$ cat src/rtl/merge2_leaf_pkg.sv
// Shared NoC definitions for the leaf merge: packet geometry, S encodings, FSM states.
package merge2_leaf_pkg;

  localparam int unsigned PKT_W   = 9;
  localparam int unsigned ADDR_HI = 8;
  localparam int unsigned ADDR_LO = 5;

  localparam logic SEL_IN0 = 1'b0;
  localparam logic SEL_IN1 = 1'b1;

  typedef enum logic [1:0] {
    IDLE,
    SEND_S,
    SEND_D
  } state_e;

endpackage

$ cat src/rtl/arb2_rr.sv
// Two-input grant. With ARB_RR_EN the tie-break toggles to the loser after each
// delivered packet; otherwise INIT_PRIO wins every tie.
module arb2_rr
  import merge2_leaf_pkg::*;
#(
  parameter bit INIT_PRIO = 1'b0
) (
`ifdef ARB_RR_EN
  input  logic CLK,
  input  logic RESET,
  input  logic upd,
  input  logic upd_src,
`endif
  input  logic v0,
  input  logic v1,
  output logic gnt,
  output logic gnt_any
);

  logic prio;

`ifdef ARB_RR_EN
  always_ff @(posedge CLK) begin
    if (RESET)    prio <= INIT_PRIO;
    else if (upd) prio <= ~upd_src;
  end
`else
  assign prio = INIT_PRIO;
`endif

  always_comb begin
    gnt = SEL_IN0;
    if (v0 && v1) gnt = prio;
    else if (v1)  gnt = SEL_IN1;
  end

  assign gnt_any = v0 | v1;

endmodule

$ cat src/rtl/merge2_leaf.sv
// Leaf merge: arbitrates In0/In1 into one upstream channel, sending an S source
// token before each packet. Build macro ARB_RR_EN selects round-robin arbitration.
module merge2_leaf
  import merge2_leaf_pkg::*;
#(
  parameter int unsigned W         = PKT_W,
  parameter bit          INIT_PRIO = 1'b0
) (
  input  logic         CLK,
  input  logic         RESET,
  input  logic [W-1:0] In0_data,
  input  logic         In0_valid,
  output logic         In0_ready,
  input  logic [W-1:0] In1_data,
  input  logic         In1_valid,
  output logic         In1_ready,
  output logic         S_data,
  output logic         S_valid,
  input  logic         S_ready,
  output logic [W-1:0] Out_data,
  output logic         Out_valid,
  input  logic         Out_ready
);

  state_e         state_q, state_d;
  logic [W-1:0]   data_q;
  logic           src_q;
  logic           gnt, gnt_any, accept;

`ifdef ARB_RR_EN
  logic out_done;
  assign out_done = Out_valid & Out_ready;
`endif

  arb2_rr #(.INIT_PRIO(INIT_PRIO)) u_arb (
`ifdef ARB_RR_EN
    .CLK     (CLK),
    .RESET   (RESET),
    .upd     (out_done),
    .upd_src (src_q),
`endif
    .v0      (In0_valid),
    .v1      (In1_valid),
    .gnt     (gnt),
    .gnt_any (gnt_any)
  );

  // Next state and handshake outputs; ready is held low while reset is applied
  always_comb begin
    state_d   = state_q;
    In0_ready = 1'b0;
    In1_ready = 1'b0;
    S_valid   = 1'b0;
    Out_valid = 1'b0;
    accept    = 1'b0;
    case (state_q)
      IDLE: begin
        if (gnt_any && !RESET) begin
          accept    = 1'b1;
          In0_ready = (gnt == SEL_IN0);
          In1_ready = (gnt == SEL_IN1);
          state_d   = SEND_S;
        end
      end
      SEND_S: begin
        S_valid = 1'b1;
        if (S_ready) state_d = SEND_D;
      end
      SEND_D: begin
        Out_valid = 1'b1;
        if (Out_ready) state_d = IDLE;
      end
      default: state_d = IDLE;
    endcase
  end

  always_ff @(posedge CLK) begin
    if (RESET) begin
      state_q <= IDLE;
      data_q  <= '0;
      src_q   <= SEL_IN0;
    end else begin
      state_q <= state_d;
      if (accept) begin
        data_q <= (gnt == SEL_IN1) ? In1_data : In0_data;
        src_q  <= gnt;
      end
    end
  end

  assign S_data   = src_q;
  assign Out_data = data_q;

endmodule

$ cat config.mk
export PLATFORM = sky130hd
export DESIGN_NAME = merge2_leaf
export DESIGN_NICKNAME = d
export VERILOG_FILES = /design/src/rtl/merge2_leaf_pkg.sv /design/src/rtl/arb2_rr.sv /design/src/rtl/merge2_leaf.sv
export SDC_FILE = /design/constraint.sdc
export NUM_CORES = 1
export LEC_CHECK = 0
export CAP_MARGIN = 5
export CORE_MARGIN = 2
export CORE_UTILIZATION = 31
export CTS_BUF_LIST = sky130_fd_sc_hd__clkbuf_4 sky130_fd_sc_hd__clkbuf_8 sky130_fd_sc_hd__clkbuf_16
export CTS_CLUSTER_SIZE = 14
export DETAILED_ROUTE_END_ITERATION = 10
export GPL_ROUTABILITY_DRIVEN = 0
export GPL_TIMING_DRIVEN = 1
export PLACE_DENSITY_LB_ADDON = 0.12
export SYNTH_ARGS = -nofsm -noshare
export SYNTH_HDL_FRONTEND = slang
export SYNTH_HIERARCHICAL = 1
export SYNTH_SLANG_ARGS = --single-unit
$ cat constraint.sdc
create_clock -name CLK -period 1.1 [get_ports CLK]
set_input_delay 0.22 -clock CLK [delete_from_list [all_inputs] [get_ports CLK]]
set_output_delay 0.22 -clock CLK [all_outputs]
set_load 0.01 [all_outputs]
[Yosys cells after proc, flatten, opt, wreduce, memory -nomap -nowiden]
Cells that the tools add are included.
Word-level totals
  RAM bits: 0
  memories: 0
  output and inout port bits: 14
  flip-flop bits (word level): 12
  ROM bits: 0
  word-level logic and storage cells: 30
  latch bits: 0
Operators by class
  shift-type cells: 0
  $mul: 0
  add/sub/neg operators: 0
  reductions and logical operators: 5
  order comparisons: 0
  divide/modulo/power cells: 0
  bitwise gates (word level): 2
  eq/ne operators: 5
  muxes and demuxes: 15
Operators by type and width (number)
  $mux W1: 10
  $mux W9: 1
  $mux W2: 3
  $ne A2 B2 Y1 const B: 3
  $pmux W2 S3: 1
  $reduce_and A3 Y1: 1
  $eq A2 B1 Y1 const B: 1
  $eq A2 B2 Y1 const B: 1
  $logic_and A1 B1 Y1: 2
  $logic_not A2 Y1: 1
  $logic_not A1 Y1: 1
  $not A1 Y1: 1
  $or A1 B1 Y1: 1

[Depth between registers and ports, before layout]
Gate-level depths: netlist of the first run.
  depth in word-level cells: 5
  mapped depth: 5
  mapped depth without buffers: 4

[Hierarchy]
The synthesis of the first run kept the hierarchy.
Modules (own cells, without submodules)
  merge2_leaf: cells an instance 55, instances 1, area an instance 589.3 µm²
  arb2_rr: cells an instance 2, instances 1, area an instance 12.5 µm²

[Worst setup path after synthesis of the first run]
Ideal clock, no wire load.
  kind: flip-flop to output port
  start: register state_q[1]
  end: output In0_ready
  required time: 880 ps
  data arrival time: 1066 ps
  path slack: -186 ps
  cell stages (with the launch flop): 4
  cells stage by stage: dfxtp_1 > nor4b_4 > buf_6 > nor2b_1
On the way
  cells in the longest elaborated chain, start to end: 2
RTL lines
  from (decl): RTL line merge2_leaf.sv:25  | state_e state_q, state_d;
  from (signal assigned): RTL line merge2_leaf.sv:83  | state_q <= state_d;
  $logic_not A2 Y1: RTL line merge2_leaf.sv:56  | case (state_q)
  $mux W1: RTL line merge2_leaf.sv:56
  to (decl): RTL line merge2_leaf.sv:13  | output logic In0_ready,
Every way passes these cells.

[Worst setup path after layout of the first run]
  start: register state_q[1]
  end: output In1_ready
On the way
  cells in the longest elaborated chain, start to end: 2
RTL lines
  $logic_not A2 Y1: RTL line merge2_leaf.sv:56
  $mux W1: RTL line merge2_leaf.sv:56
  to (decl): RTL line merge2_leaf.sv:16  | output logic In1_ready,
Every way passes these cells.

==> results of run 1 <==
-- layer usage --
layer,vias up,routed length (um),GRT usage [%]
met5,-,0,0
met4,0,10,3.243
met3,2,119,6.038
met2,19,914,26.40
met1,289,761,17.65
li1,307,-,-
-- layout by cell type, fill, tap and decap left out, types with 2 or more instances in the layout --
master	netlist	final
dfxtp_2	0	2
clkbuf_4	0	3
a211oi_2	8	9
nor2_1	12	5
dfxtp_1	12	9
nor2b_4	0	3
nor2_2	0	4
buf_12	0	2
dlygate4sd2_1	0	3
nor2_4	0	3
clkbuf_2	0	9
clkdlybuf4s50_1	0	20
buf_4	1	6
mux2i_1	10	10
buf_6	1	8
-- metrics by stage --
stage	setup slack (ns)	instance area, sq um	util (%)
floorplan	-0.1010	615.6	-
global placement	-0.8623	1039	58.25
detailed placement	-0.8784	1039	58.25
CTS	-0.4379	1200	67.30
global route	-0.4893	1224	68.63
finish	-0.4198	1224	68.63
-- logic make-up (layout without fill, tap and decap cells) --
logic type             after synthesis  in the layout
buffers and inverters                5             56
AOI/OAI and AO/OA                   11             11
DFF                                 12             12
muxes                               10             10
and+or+nand+nor                     19             19
-- layout make-up --
| type | count | area share (%) |
|---|---|---|
| tap | 25 | 2.556 |
| inverter | 1 | 0.3067 |
| clock buffer | 4 | 2.965 |
| timing repair buffer | 51 | 41.62 |
| multi-input combinational | 40 | 32.41 |
| sequential | 12 | 20.14 |
-- flip-flops by register name, indices dropped and copies added (netlist names) --
| name | count |
|---|---|
| Out_data | 9 |
| S_data | 1 |
| state_q | 2 |
-- power by group through the flow --
stage	registers [mW]	logic (mW)	clock network [mW]
6_report	0.516	0.530	0.356
5_1_grt	0.520	0.569	0.387
4_1_cts	0.504	0.504	0.366
3_5_place_dp	0.514	0.413	0
3_3_place_gp	0.513	0.406	0
2_1_floorplan	0.531	0.180	0
-- worst max-delay path, cell delays in order, from the launching register on --
cell and delay (ns):
dfxtp_2 0.34, nor4b_4 0.29, buf_4 0.17, and2_4 0.14, buf_6 0.09
-- worst min path at each step --
| stage | start | to | slack (ns) |
|---|---|---|---|
| 3_3_place_gp | S_data | S_data | 0.49 |
| 5_1_grt | Out_data[6] | Out_data[6] | 0.52 |
| 4_1_cts | Out_data[2] | Out_data[2] | 0.51 |
| 2_1_floorplan | RESET | Out_data[2] | 0.29 |
| 3_5_place_dp | Out_data[2] | Out_data[2] | 0.50 |
| 6_report | Out_data[6] | Out_data[6] | 0.50 |
-- timing repair --
action                     4_1_cts  5_1_grt
buffers inserted                 4        2
setup endpoints to repair       25       25
pin swaps                        3        9
hold buffers                     0        0
gates resized for setup         49       35
gates cloned                     2        1
==> metrics.log, run 1 <==
INFO  metric grt_max_degree = 13
INFO  metric setup-tns-final = -3.494 ns
INFO  metric cts_clock_pin_slew_for_the_worst_setup_and_hold_paths = about 0.08 ns
INFO  metric synth_top_family_by_area = compound AO/OA/AOI/OAI gates
INFO  metric synth-compound-area-share = between 20% and 30%
INFO  metric vdd.ir_drop.worst = ~720 uV
INFO  metric final.hold.worst_slack = between 0.5 and 0.6 ns
INFO  metric synthArstFlopShare = 0%
INFO  metric setup_viol_count_final = 15
INFO  metric power.leakage = about 0.51 nW
INFO  metric yosys.area.top_type = dfxtp_1
INFO  metric postRouteAntennaNets = 0
INFO  metric r2r_start = state_q[1]
INFO  metric finalMaxSlewViolations = 0
INFO  metric synth.area.mux_share = ~17%
INFO  metric required_time_of_the_critical_path = ~0.88 ns
INFO  metric power_density = between 1000 and 1500 nW/um^2
INFO  metric final-hold-violation-count = 0
INFO  metric yosysWarningCount = 6
INFO  metric cts.root.buffer_cell = clkbuf_4
INFO  metric period_needed = 1.520 ns
INFO  metric share_clk_of_total_power = between 20% and 30%
INFO  metric finalCritPeriodShare = 138.2%
INFO  metric num-fill-cells = 151
INFO  metric synthAdderAreaFrac = 0%
INFO  metric post_route_cells_drive_above_1_share = 51.85%
INFO  metric p_int = between 1 and 1.5 mW
INFO  metric postLayoutSetupSlackWorst = -0.4198 ns
INFO  metric route.vias.total = 617
INFO  metric post-route-drc-count = 0
INFO  metric initial_utilization = about a third
INFO  metric initialDrtViolationCount = 2
INFO  metric synth_seq_cells = 12
INFO  metric post-synth-top-area-fraction = roughly two fifths
INFO  metric grt_first_pass_wirelength = 2.359 mm
INFO  metric h-tree-depth = 1
INFO  metric dp_cells = roughly 120
INFO  metric area_growth_syn_to_layout = 103.3%
INFO  metric timing.critical_path.to = In1_ready
INFO  metric synth-simple-area-share = between 15 and 20%
INFO  metric max_cap_viol_count = 0
INFO  metric synth_cell_types = 15
INFO  metric share_of_the_yosys_chip_area_belonging_to_registers = 39.92%
INFO  metric synthFlopType = dfxtp_1
INFO  metric power.net_switching = 0.3977 mW
INFO  metric cp_data_arrival_time = about 1.3 ns
INFO  metric via_per_inst = about 4.6
INFO  metric total_power = approximately 1.4 mW
INFO  metric total_track_usage = 15.23%
INFO  metric setup.worst_path.end_class = output pin
INFO  metric critical_path_peak_fanout = 2
INFO  metric synth_area = ~600 sq um
INFO  metric design.portCount = 38
INFO  metric stdcell_count = between 100 and 150
INFO  metric worstSetupPathType = flip-flop to output pin
INFO  metric route.detailed.wl_per_inst = between 10 and 15 um
INFO  metric std_cell_rows = 15
INFO  metric status = finished, violations left
INFO  metric power.share.combinational = a little under two fifths
INFO  metric worst_hold_path.num_cells = 2
INFO  metric grt_antenna_before_repair = 0
INFO  metric post_synth_xor_area_fraction = 0%
INFO  metric postSynthNetCount = 81
INFO  metric design.final.nets = between 100 and 150
INFO  metric failing_checks = negative setup slack
INFO  metric clock-sinks = 12
INFO  metric max-slew-margin-rel = 85.09%
INFO  metric worstSetupStartpointType = flip-flop
INFO  metric die_area = 2310 sq um
INFO  metric timing.clock.skew = about 0.0012 ns
INFO  metric vias_in_the_first_global_route = 537
INFO  metric worst_reg_to_reg_path_cell_count = 6
INFO  metric die_w = between 40 and 50 um
INFO  metric synth_enable_flop_cells = 0
INFO  metric fmax = about 660 MHz
INFO  metric postSynthAreaPerCell = between 10 and 15 sq um
INFO  metric slew_of_the_pin_with_the_lowest_slew_margin = 0.2227 ns
INFO  metric cts_tree = done
INFO  metric holdCritPathClass = flip-flop to flip-flop
INFO  metric cts_buffers = 3
INFO  metric regToRegSetupSlack = -0.27 ns
INFO  metric synth.top_cells.by_area = dfxtp_1 (40%), a211oi_2 (17%), mux2i_1 (17%), nor2_1 (7.5%), nor2b_1 (4.2%)
INFO  metric startpoint = state_q[1]
INFO  metric synth_common_cells = dfxtp_1 (12), nor2_1 (12), mux2i_1 (10), a211oi_2 (8), nor2b_1 (4)
INFO  metric antennaDiodeCount = 0
INFO  metric port-buffer-count = 37
INFO  metric global_route.overflow_total = 0
INFO  metric clock_latency = 0.27 ns
INFO  metric die-height = approximately 48 um
INFO  metric post_synth_inst_count = 57
INFO  metric first_pass_iters = 2
INFO  metric p_sw_share = ~28%
INFO  metric seqCellArea = approximately 250 sq um
INFO  metric cts-root-to-sink-buffers = 2
INFO  metric rsz_0062_raised_after_global_routing = true
INFO  metric p_seq_share = between 30% and 40%
INFO  metric core_area = approximately 1800 sq um
INFO  metric totalWireLength = between 1.5 and 2 mm
INFO  metric multi_input_comb_area = around 400 sq um
INFO  metric regToRegEndpoint = S_data
Note: power is estimated with default switching activity, not from simulation.
==> run 2, diff against run 1 <==
--- a/config.mk
+++ b/config.mk
@@ -13,6 +13,7 @@
 export DETAILED_ROUTE_END_ITERATION = 10
 export GPL_ROUTABILITY_DRIVEN = 0
 export GPL_TIMING_DRIVEN = 1
+export HOLD_SLACK_MARGIN = 0.03
 export PLACE_DENSITY_LB_ADDON = 0.12
 export SYNTH_ARGS = -nofsm -noshare
 export SYNTH_HDL_FRONTEND = slang
==> results of run 2 <==
No change in the layout: final DEF, timing and power equal those of run 1.
